--- src/rtl/muldiv_pkg.sv ---
// Shared definitions for the multiply/divide execution unit.
// Holds the funct3 encodings of the M-extension ops and the FSM state type.
package muldiv_pkg;

  localparam logic [2:0] F3_MUL    = 3'b000;
  localparam logic [2:0] F3_MULH   = 3'b001;
  localparam logic [2:0] F3_MULHSU = 3'b010;
  localparam logic [2:0] F3_MULHU  = 3'b011;
  localparam logic [2:0] F3_DIV    = 3'b100;
  localparam logic [2:0] F3_DIVU   = 3'b101;
  localparam logic [2:0] F3_REM    = 3'b110;
  localparam logic [2:0] F3_REMU   = 3'b111;

  typedef enum logic [2:0] {
    ST_IDLE = 3'd0,
    ST_MUL  = 3'd1,
    ST_DIV  = 3'd2,
    ST_FIX  = 3'd3,
    ST_DONE = 3'd4
  } state_t;

endpackage

--- src/rtl/exec_muldiv_if.sv ---
// Issue/write-back bundle between the integer exec stage and exec_muldiv.
// master: exec stage side (drives flush, in_* op fields, out_ready).
// slave : the multiply/divide unit (drives in_ready, out_valid, out_rd, out_data).
interface exec_muldiv_if #(
  parameter int XLEN = 32,
  parameter int RD_W = 5
);
  logic            flush;
  logic            in_valid;
  logic            in_ready;
  logic [RD_W-1:0] in_rd;
  logic [2:0]      in_funct3;
  logic [XLEN-1:0] in_rs1_v;
  logic [XLEN-1:0] in_rs2_v;
  logic            out_valid;
  logic            out_ready;
  logic [RD_W-1:0] out_rd;
  logic [XLEN-1:0] out_data;

  modport master (
    output flush, in_valid, in_rd, in_funct3, in_rs1_v, in_rs2_v, out_ready,
    input  in_ready, out_valid, out_rd, out_data
  );

  modport slave (
    input  flush, in_valid, in_rd, in_funct3, in_rs1_v, in_rs2_v, out_ready,
    output in_ready, out_valid, out_rd, out_data
  );
endinterface

--- src/rtl/muldiv_div_iter.sv ---
// Radix-2 restoring divider datapath: one quotient bit per step.
// Ports: clk, rst_n (async active-low), load (capture unsigned dividend/divisor
// magnitudes), step (perform one restoring iteration), quot/rem (current registers).
// After XLEN steps quot/rem hold the unsigned quotient and remainder.
module muldiv_div_iter #(
  parameter int XLEN = 32
) (
  input  logic            clk,
  input  logic            rst_n,
  input  logic            load,
  input  logic            step,
  input  logic [XLEN-1:0] dividend,
  input  logic [XLEN-1:0] divisor,
  output logic [XLEN-1:0] quot,
  output logic [XLEN-1:0] rem
);

  logic [XLEN-1:0] quot_q, quot_d;
  logic [XLEN-1:0] rem_q, rem_d;
  logic [XLEN-1:0] dvs_q, dvs_d;
  logic [XLEN:0]   trial;

  // Shifted partial remainder minus divisor; the extra top bit is the borrow.
  // The partial remainder is always below the divisor, so XLEN+1 bits suffice.
  assign trial = {rem_q, quot_q[XLEN-1]} - {1'b0, dvs_q};

  always_comb begin
    quot_d = quot_q;
    rem_d  = rem_q;
    dvs_d  = dvs_q;
    if (load) begin
      quot_d = dividend;
      rem_d  = '0;
      dvs_d  = divisor;
    end else if (step) begin
      if (!trial[XLEN]) begin
        rem_d  = trial[XLEN-1:0];
        quot_d = {quot_q[XLEN-2:0], 1'b1};
      end else begin
        rem_d  = {rem_q[XLEN-2:0], quot_q[XLEN-1]};
        quot_d = {quot_q[XLEN-2:0], 1'b0};
      end
    end
  end

  always_ff @(posedge clk or negedge rst_n) begin
    if (!rst_n) begin
      quot_q <= '0;
      rem_q  <= '0;
      dvs_q  <= '0;
    end else begin
      quot_q <= quot_d;
      rem_q  <= rem_d;
      dvs_q  <= dvs_d;
    end
  end

  assign quot = quot_q;
  assign rem  = rem_q;

endmodule

--- src/rtl/exec_muldiv.sv ---
// RV32M/RV64M multiply/divide execution unit with valid/ready handshake.
// Ports: clk, rst_n (async active-low), bus (exec_muldiv_if.slave: issue side
// flush/in_valid/in_ready/in_rd/in_funct3/in_rs1_v/in_rs2_v, write-back side
// out_valid/out_ready/out_rd/out_data).
//
// state   | meaning
// --------+-----------------------------------------------------------
// IDLE    | ready for a new op
// MUL     | product settling for MUL_CYCLES edges
// DIV     | one restoring-divide step per edge, XLEN steps
// FIX     | apply quotient/remainder signs
// DONE    | result held on out_*, waiting for out_ready
module exec_muldiv
  import muldiv_pkg::*;
#(
  parameter int XLEN       = 32,
  parameter int MUL_CYCLES = 2,
  parameter int RD_W       = 5
) (
  input logic          clk,
  input logic          rst_n,
  exec_muldiv_if.slave bus
);

  localparam int CNT_MAX = (XLEN > MUL_CYCLES) ? XLEN : MUL_CYCLES;
  localparam int CNT_W   = $clog2(CNT_MAX) + 1;

  state_t          state_q, state_d;
  logic [CNT_W-1:0] cnt_q, cnt_d;
  logic [XLEN-1:0] op_a_q, op_a_d, op_b_q, op_b_d;
  logic [2:0]      f3_q, f3_d;
  logic [RD_W-1:0] rd_q, rd_d;
  logic            neg_q, neg_d;
  logic            out_valid_q, out_valid_d;
  logic [RD_W-1:0] out_rd_q, out_rd_d;
  logic [XLEN-1:0] out_data_q, out_data_d;

  logic            accept;
  logic            s1, s2, div_zero, div_ovf, special;
  logic [XLEN-1:0] mag1, mag2, special_res;
  logic            div_load, div_step;
  logic [XLEN-1:0] div_quot, div_rem, fix_src;
  logic            a_sgn, b_sgn;
  logic [2*XLEN-1:0] a_ext, b_ext, prod;
  logic [XLEN-1:0] mul_res;

  assign accept = bus.in_valid && (state_q == ST_IDLE) && !bus.flush;

  // Signed ops (funct3[0]==0 for div/rem) divide magnitudes and fix signs later.
  assign s1   = !bus.in_funct3[0] && bus.in_rs1_v[XLEN-1];
  assign s2   = !bus.in_funct3[0] && bus.in_rs2_v[XLEN-1];
  assign mag1 = s1 ? -bus.in_rs1_v : bus.in_rs1_v;
  assign mag2 = s2 ? -bus.in_rs2_v : bus.in_rs2_v;

  assign div_zero    = (bus.in_rs2_v == '0);
  assign div_ovf     = !bus.in_funct3[0] && (bus.in_rs1_v == {1'b1, {(XLEN-1){1'b0}}})
                       && (bus.in_rs2_v == '1);
  assign special     = div_zero || div_ovf;
  assign special_res = div_zero ? (bus.in_funct3[1] ? bus.in_rs1_v : '1)
                                : (bus.in_funct3[1] ? '0 : bus.in_rs1_v);

  assign a_sgn   = (f3_q == F3_MULH) || (f3_q == F3_MULHSU);
  assign b_sgn   = (f3_q == F3_MULH);
  assign a_ext   = {{XLEN{a_sgn & op_a_q[XLEN-1]}}, op_a_q};
  assign b_ext   = {{XLEN{b_sgn & op_b_q[XLEN-1]}}, op_b_q};
  assign prod    = a_ext * b_ext;
  assign mul_res = (f3_q == F3_MUL) ? prod[XLEN-1:0] : prod[2*XLEN-1:XLEN];

  assign fix_src = f3_q[1] ? div_rem : div_quot;

  muldiv_div_iter #(.XLEN(XLEN)) u_div_iter (
    .clk      (clk),
    .rst_n    (rst_n),
    .load     (div_load),
    .step     (div_step),
    .dividend (mag1),
    .divisor  (mag2),
    .quot     (div_quot),
    .rem      (div_rem)
  );

  always_comb begin
    state_d     = state_q;
    cnt_d       = cnt_q;
    op_a_d      = op_a_q;
    op_b_d      = op_b_q;
    f3_d        = f3_q;
    rd_d        = rd_q;
    neg_d       = neg_q;
    out_valid_d = out_valid_q;
    out_rd_d    = out_rd_q;
    out_data_d  = out_data_q;
    div_load    = 1'b0;
    div_step    = 1'b0;
    unique case (state_q)
      ST_IDLE: if (accept) begin
        op_a_d = bus.in_rs1_v;
        op_b_d = bus.in_rs2_v;
        f3_d   = bus.in_funct3;
        rd_d   = bus.in_rd;
        // Remainder follows the dividend sign; quotient is negative if signs differ.
        neg_d  = bus.in_funct3[1] ? s1 : (s1 ^ s2);
        if (!bus.in_funct3[2]) begin
          state_d = ST_MUL;
          cnt_d   = CNT_W'(MUL_CYCLES - 1);
        end else if (special) begin
          state_d     = ST_DONE;
          out_valid_d = 1'b1;
          out_rd_d    = bus.in_rd;
          out_data_d  = special_res;
        end else begin
          state_d  = ST_DIV;
          cnt_d    = CNT_W'(XLEN - 1);
          div_load = 1'b1;
        end
      end
      ST_MUL: if (cnt_q == '0) begin
        state_d     = ST_DONE;
        out_valid_d = 1'b1;
        out_rd_d    = rd_q;
        out_data_d  = mul_res;
      end else begin
        cnt_d = cnt_q - CNT_W'(1);
      end
      ST_DIV: begin
        div_step = 1'b1;
        if (cnt_q == '0) state_d = ST_FIX;
        else             cnt_d   = cnt_q - CNT_W'(1);
      end
      ST_FIX: begin
        state_d     = ST_DONE;
        out_valid_d = 1'b1;
        out_rd_d    = rd_q;
        out_data_d  = neg_q ? -fix_src : fix_src;
      end
      ST_DONE: if (bus.out_ready) begin
        state_d     = ST_IDLE;
        out_valid_d = 1'b0;
      end
      default: state_d = ST_IDLE;
    endcase
    // Redirect kills whatever is in flight, including a result waiting in DONE.
    if (bus.flush) begin
      state_d     = ST_IDLE;
      out_valid_d = 1'b0;
      div_load    = 1'b0;
      div_step    = 1'b0;
    end
  end

  always_ff @(posedge clk or negedge rst_n) begin
    if (!rst_n) begin
      state_q     <= ST_IDLE;
      cnt_q       <= '0;
      op_a_q      <= '0;
      op_b_q      <= '0;
      f3_q        <= '0;
      rd_q        <= '0;
      neg_q       <= 1'b0;
      out_valid_q <= 1'b0;
      out_rd_q    <= '0;
      out_data_q  <= '0;
    end else begin
      state_q     <= state_d;
      cnt_q       <= cnt_d;
      op_a_q      <= op_a_d;
      op_b_q      <= op_b_d;
      f3_q        <= f3_d;
      rd_q        <= rd_d;
      neg_q       <= neg_d;
      out_valid_q <= out_valid_d;
      out_rd_q    <= out_rd_d;
      out_data_q  <= out_data_d;
    end
  end

  assign bus.in_ready  = (state_q == ST_IDLE);
  assign bus.out_valid = out_valid_q;
  assign bus.out_rd    = out_rd_q;
  assign bus.out_data  = out_data_q;

endmodule

--- src/flat_wrapper.sv ---
// flat-port wrapper written by rule: the top's interface ports become plain ports
module exec_muldiv_flat import muldiv_pkg::*;
#(
  parameter int XLEN       = 32,
  parameter int MUL_CYCLES = 2,
  parameter int RD_W       = 5
)
  (clk, rst_n, bus_flush, bus_in_valid, bus_in_rd, bus_in_funct3, bus_in_rs1_v, bus_in_rs2_v, bus_out_ready, bus_in_ready, bus_out_valid, bus_out_rd, bus_out_data);
  exec_muldiv_if #(.XLEN(XLEN), .RD_W(RD_W)) bus_i ();
  input logic clk;
  input logic rst_n;
  input wire logic [$bits(bus_i.flush)-1:0] bus_flush;
  input wire logic [$bits(bus_i.in_valid)-1:0] bus_in_valid;
  input wire logic [$bits(bus_i.in_rd)-1:0] bus_in_rd;
  input wire logic [$bits(bus_i.in_funct3)-1:0] bus_in_funct3;
  input wire logic [$bits(bus_i.in_rs1_v)-1:0] bus_in_rs1_v;
  input wire logic [$bits(bus_i.in_rs2_v)-1:0] bus_in_rs2_v;
  input wire logic [$bits(bus_i.out_ready)-1:0] bus_out_ready;
  output wire logic [$bits(bus_i.in_ready)-1:0] bus_in_ready;
  output wire logic [$bits(bus_i.out_valid)-1:0] bus_out_valid;
  output wire logic [$bits(bus_i.out_rd)-1:0] bus_out_rd;
  output wire logic [$bits(bus_i.out_data)-1:0] bus_out_data;
  assign bus_i.flush = bus_flush;
  assign bus_i.in_valid = bus_in_valid;
  assign bus_i.in_rd = bus_in_rd;
  assign bus_i.in_funct3 = bus_in_funct3;
  assign bus_i.in_rs1_v = bus_in_rs1_v;
  assign bus_i.in_rs2_v = bus_in_rs2_v;
  assign bus_i.out_ready = bus_out_ready;
  assign bus_in_ready = bus_i.in_ready;
  assign bus_out_valid = bus_i.out_valid;
  assign bus_out_rd = bus_i.out_rd;
  assign bus_out_data = bus_i.out_data;
  exec_muldiv #(.XLEN(XLEN), .MUL_CYCLES(MUL_CYCLES), .RD_W(RD_W)) u_core (.clk(clk), .rst_n(rst_n), .bus(bus_i));
endmodule
--- config.mk ---
export PLATFORM = sky130hd
export DESIGN_NAME = exec_muldiv_flat
export DESIGN_NICKNAME = d
export VERILOG_FILES = /design/src/rtl/muldiv_pkg.sv /design/src/rtl/exec_muldiv_if.sv /design/src/rtl/muldiv_div_iter.sv /design/src/rtl/exec_muldiv.sv /design/src/flat_wrapper.sv
export SDC_FILE = /design/constraint.sdc
export NUM_CORES = 2
export LEC_CHECK = 0
export ABC_CLOCK_PERIOD_IN_PS = 8000
export BUFFER_PORTS_ARGS = -buffer_cell sky130_fd_sc_hd__buf_2
export CORE_MARGIN = 2
export CORE_UTILIZATION = 55
export DETAILED_ROUTE_END_ITERATION = 6
export PLACE_DENSITY = 0.74
export SETUP_SLACK_MARGIN = 0.5
export SLEW_MARGIN = 10
export SYNTH_ARGS = -nofsm -noshare
export SYNTH_HDL_FRONTEND = slang
export SYNTH_SLANG_ARGS = --single-unit
--- constraint.sdc ---
create_clock -name clk -period 8 [get_ports clk]
set_input_delay 0 -clock clk [delete_from_list [all_inputs] [get_ports clk]]
set_output_delay 0 -clock clk [all_outputs]
set_load 0.05 [all_outputs]
# == Word level (Yosys, flattened, before mapping) ==
# Cells that the tools add are included.
# totals
reg_bits,216
inputBits,77
out_inout_bits,39
# op_classes
n_addsub,5
n_mul,1
eq_ne,20
muxes,52
n_bitwise,3
n_reduce_logical,24
# op_table
operator,count
$mux W32,17
$neg A32 Y32,3
$pmux W32 S3,1
$eq A32 B32 Y1 const B,2
$mul A33 B33 Y64,1
$sub A33 B32 Y33,1
$logic_not A32 Y1,1
$mux W6,4
$mux W3,7
$mux W5,4
$mux W1,15
$pmux W3 S5,1
$pmux W5 S3,1
$ne A3 B2 Y1 const B,4
$pmux W6 S2,1
$eq A3 B2 Y1 const B,3
$ne A3 B3 Y1 const B,3
$reduce_and A4 Y1,2
$eq A3 B1 Y1 const B,2
$logic_and A1 B1 Y1,6
$logic_not A3 Y1,2
$logic_not A6 Y1,1
$ne A2 B1 Y1 const B,3
$reduce_and A6 Y1,1
14 further kinds,19

# == Depth between registers and ports, before layout ==
# depth
depth_word,10
mapped_depth,33
depth_no_buf,30

# == Cells and area by module ==
# From an unflattened synthesis, not the netlist that was laid out.
# unflattened
hier_cells,6109
hier_area_um2,52826.9
# by_module_without_submodules
mod,instances,cells_each,area_per_inst_um2
exec_muldiv,1,5414,46868.7
muldiv_div_iter,1,695,5958.2

# == Least setup slack after synthesis ==
# No wires, ideal clock.
# synth_path
path_kind,register -> register
startpoint,register u_core.f3_q[1]
endpoint,register u_core.out_data_q[25] (netlist: u_core.bus.out_data[25])
setup_time_ns,0.130
arrival_ns,8.392
t_required_ns,7.870
setup_slack_ns,-0.521
stages_incl_launch_ff,30
period_less_slack_ns,8.521
cell_sequence,dfrtp_1 buf_2 buf_2 xnor2_1 nor3b_1 clkbuf_1 nand2_1 fa_1 fa_1 inv_1 fa_1 inv_1 fa_1 inv_1 fa_1 fa_1 fa_1 inv_1 fa_1 inv_1 ha_1 clkbuf_1 a21o_1 a21o_1 a21o_1 nor2b_1 a211oi_2 o311ai_0 o221ai_1 a31oi_1
# synth_via
elab_chain_cells,7
# synth_lines
item,line_no,text
start: declaration,exec_muldiv.sv:31,"logic [2:0] f3_q, f3_d;"
start signal: assignment,exec_muldiv.sv:157,f3_q <= '0;
start signal: assignment,exec_muldiv.sv:168,f3_q <= f3_d;
$eq A3 B1 Y1 or $eq A3 B2 Y1 (tied branches),"exec_muldiv.sv:62, exec_muldiv.sv:63",
$logic_or A1 B1 Y1,exec_muldiv.sv:62,assign a_sgn = (f3_q == F3_MULH) || (f3_q == F3_MULHSU);
$and A1 B1 Y1,exec_muldiv.sv:64,"assign a_ext = {{XLEN{a_sgn & op_a_q[XLEN-1]}}, op_a_q};"
$mul A33 B33 Y64,exec_muldiv.sv:66,assign prod = a_ext * b_ext;
$mux W32,exec_muldiv.sv:67,assign mul_res = (f3_q == F3_MUL) ? prod[XLEN-1:0] : prod[2*XLEN-1:XLEN];
$mux W32,exec_muldiv.sv:117,ST_MUL: if (cnt_q == '0) begin
$pmux W32 S3 (*),exec_muldiv.sv:95,unique case (state_q)
end signal: assignment,exec_muldiv.sv:173,out_data_q <= out_data_d;
end: declaration,exec_muldiv.sv:36,"logic [XLEN-1:0] out_data_q, out_data_d;"
# Mark *: on every way between the ends. The rest lies on a longest branch, timed or not. The select of a mux whose other input is x is not followed.
# A chain may end at the register's enable or synchronous reset.

# == Final worst setup path ==
# layout_path
startpoint,register u_core.f3_q[0]
endpoint,register u_core.out_data_q[25] (netlist: u_core.bus.out_data[25])
# layout_via
elab_chain_cells,7
# layout_lines
item,line_no
$eq A3 B1 Y1 or $eq A3 B2 Y1 (tied branches),"exec_muldiv.sv:62, exec_muldiv.sv:63"
$logic_or A1 B1 Y1,exec_muldiv.sv:62
$and A1 B1 Y1,exec_muldiv.sv:64
$mul A33 B33 Y64,exec_muldiv.sv:66
$mux W32 (*),exec_muldiv.sv:67
$mux W32 (*),exec_muldiv.sv:117
$pmux W32 S3 (*),exec_muldiv.sv:95
# Marks and branches as above.

==> flow_summary.yaml <==
status:
  outcome: "finished, violations left"
  violations: "DRC, setup timing"
global_route:
  antenna_found_initial: 6
  grt_overflow: 0
  track_usage_pct: 34.4
  grt_max_degree: 112
  grt_pass1_wl_mm: 260
  grt_pass1_vias: 46000
critical_path:
  end_kind: "flip-flop"
  cp_slowest_cell: "fa_1"
  cp_common_cell: "fa_1"
  cp_max_fo: 5
  crit_path_start_kind: "flip-flop"
  cp_slowest_stage_delay_ns: 0.58
  cp_data_arrival_time_ns: 8.67
  critPathRequiredTime_ns: 8.48
  path_class: "reg -> reg"
detailed_routing:
  detail_route.first_pass.iterations: 7
  drcViolationCount: 5
  vias: 43200
  post_drt_wl_per_cell_um: 22.0
  routed_wl_mm: 164
  viasPerCell: 5.79
  drtIter0Drc: 3662
  drtAntennaViolNets: 0
synth:
  synthSimpleGateAreaFrac_pct: 16.4
  yosysWarnings: 0
  syn_inst: 5980
  synth_edf_count: 0
  synth_area_um2: 52400
  avgSynthCellArea_um2: 8.76
  async_reset_ff_share_pct: 100
  ys_types: 87
  synth_compound_area_share_pct: 8.05
  synthXorXnorAreaFrac_pct: 3.10
  synth_mux_area_share_pct: 1.21
  ys_seq_area_share_pct: 10.3
  synth_seq_cells: 216
  synth_top_family_by_area: "adder cells"
  ys.flop_type: "dfrtp_1"
  syn_nets: 7433
  synth-adder-area-share_pct: 49.5
floorplan:
  fp.dieH_um: 313
  rows: 113
  die-area_um2: 97700
  start_util_pct: 55.3
  top_level_ports: 116
  coreArea_um2: 94700
  fp.dieW_um: 313
cts:
  cts.htree.levels: 1
  path_clk_slew_ns: 0.06
  clk_path_buf_depth: 3
  cts_sinks: 216
  clk_latency_ns: 0.57
  ctsRootBufferMaster: "clkbuf_16"
  numCtsBuffers: 27
  cts_tree: "yes"
layout:
  final_util_pct: 62.6
  layout.nets: 7630
  drive_above_1_share_pct: 11.7
  syn2layout_area_growth_pct: 13.2
timing:
  tightestPinTransition_ns: 1.19
  relSlewSlack_pct: 20.2
  fin_crit_ns: 8.19
  hold_viol: 0
  setup_viol: 10
  fin_skew_ns: 0.0176
  slew_violations: 0
  max_freq_mhz: 122
  fin_ws_ns: -0.188
  period_share_pct: 102
  rsz0062_at_grt: "yes"
placed_design:
  dp_hpwl_mm: 128
  routabilityCongestion: 1.12
  io_buffers: 115
flow_run:
  max-cap-violations: 0
hold_path:
  hp-class: "in -> async"
placed cells by master, fill, tap and decap left out, types with 29 or more instances in the layout:
cell / synthesis / routed
ha_1: 250 / 229
a21o_1: 52 / 52
a21oi_1: 144 / 115
mux2i_1: 60 / 60
nor2_1: 170 / 167
nor3_1: 46 / 42
nand2_1: 1133 / 1125
nand3_1: 48 / 45
buf_12: 0 / 53
clkbuf_16: 0 / 29
fa_1: 1126 / 1110
buf_2: 18 / 115
a221o_1: 30 / 30
xnor2_1: 102 / 94
o21ai_1: 4 / 30
buf_4: 2 / 245
xor2_1: 81 / 78
dfrtp_1: 216 / 204
inv_1: 1232 / 1209
and2_1: 316 / 311
dlygate4sd3_1: 0 / 76
o21ai_0: 173 / 139
sequential cells by signal (all words and copies together), names as in the netlist:
register / count
u_core.u_div_iter.quot: 32
u_core.bus.out_rd: 5
u_core.bus.out_data: 32
u_core.u_div_iter.dvs_q: 32
u_core.op_b_q: 32
u_core.bus.out_valid: 1
u_core.cnt_q: 6
u_core.op_a_q: 32
u_core.u_div_iter.rem: 32
u_core.state_q: 3
u_core.neg_q: 1
u_core.f3_q: 3
u_core.rd_q: 5
routing by layer:
layer | share of wire, % | global-route usage (%)
met1 | 37 | 44.2
met2 | 46 | 53.8
met3 | 11 | 9.08
met4 | 6.6 | 17.6
met5 | 0.025 | 0
metrics by stage:
| stage | cell area (um^2) | hold slack [ns] | instances | setup TNS (ns) | setup WS (ns) |
|---|---|---|---|---|---|
| after floorplan | 52600 | -0.296 | 5980 | 0 | 0.0371 |
| after global placement | 56000 | 0.132 | 7279 | -0.0389 | -0.0389 |
| after detailed placement | 56000 | 0.143 | 7279 | -0.368 | -0.130 |
| after CTS | 58400 | 0.131 | 7428 | -0.0214 | -0.0114 |
| after global routing | 59300 | 0.174 | 7460 | -3.00 | -0.348 |
| final | 59300 | 0.103 | 7464 | -1.04 | -0.188 |
Yosys cell counts, types with 22 or more instances:
cell | count | area [um^2]
inv_1 | 1232 | 4620
xnor2_1 | 102 | 893
fa_1 | 1126 | 22500
a21o_1 | 52 | 390
clkbuf_1 | 318 | 1190
xor2_1 | 81 | 709
or3_1 | 22 | 138
a31oi_1 | 35 | 219
mux2i_1 | 60 | 601
nor3_1 | 46 | 230
a221o_1 | 30 | 300
nor2_1 | 170 | 638
nand2b_1 | 23 | 144
o31ai_1 | 22 | 165
nand3_1 | 48 | 240
maj3_1 | 24 | 240
nand4_1 | 24 | 150
o21ai_0 | 173 | 866
a21oi_1 | 144 | 721
nand2_1 | 1133 | 4250
ha_1 | 250 | 3130
and2_1 | 316 | 1980
dfrtp_1 | 216 | 5410
cells by family (layout without fill, tap and decap cells):
group | after synthesis | in the layout
simple gates | 1891 | 1891
compound gates | 641 | 641
flops | 216 | 216
mux | 63 | 63
xor+xnor | 184 | 184
other cells | 0 | 4
buf+inv | 1585 | 1800
fa+ha+maj | 1400 | 1400
final timing paths:
check | endpoint | from | slack, ns | depth (start not counted)
max | u_core.bus.out_data[25] | u_core.f3_q[0] | -0.19 | 30
min | u_core.u_div_iter.dvs_q[28] | rst_n | 0.10 | 2
max reg2reg | u_core.bus.out_data[25] | u_core.f3_q[0] | -0.19 | 30
min reg2reg | u_core.rd_q[1] | u_core.rd_q[1] | 0.48 | 2
max in group asynchronous | u_core.f3_q[0] | rst_n | 6.45 | 3
min in group clk | u_core.bus.out_data[0] | bus_in_funct3[1] | 0.15 | 6
what timing repair did:
action | in CTS | in global routing
buffers inserted | 25 | 30
hold buffers | 76 | 0
hold endpoints to repair | 248 | 0
cloned | 1 | 2
endpoints found under the setup margin | 30 | 32
resized for setup | 121 | 128
pin swaps | 66 | 117
layout make-up:
type,count,area [um^2]
timing repair buffer,521,4640
sequential,216,5420
fill,7876,35500
antenna,4,10.0
multi-input combinational,4179,42100
tap,1265,1580
clock inverter,15,190
clock buffer,32,714
inverter,1232,4640
critical path: cells and delay by family, from the launching register on:
kind	cells	cell delay (ns)
flops	1	0.44
fa+ha+maj	9	4.04
simple gates	2	0.41
compound gates	10	2.21
xor+xnor	1	0.16
buf+inv	8	0.83
Power is not shown: default switching activity piles up to over one toggle a cycle in this logic, so the estimate is an artifact.
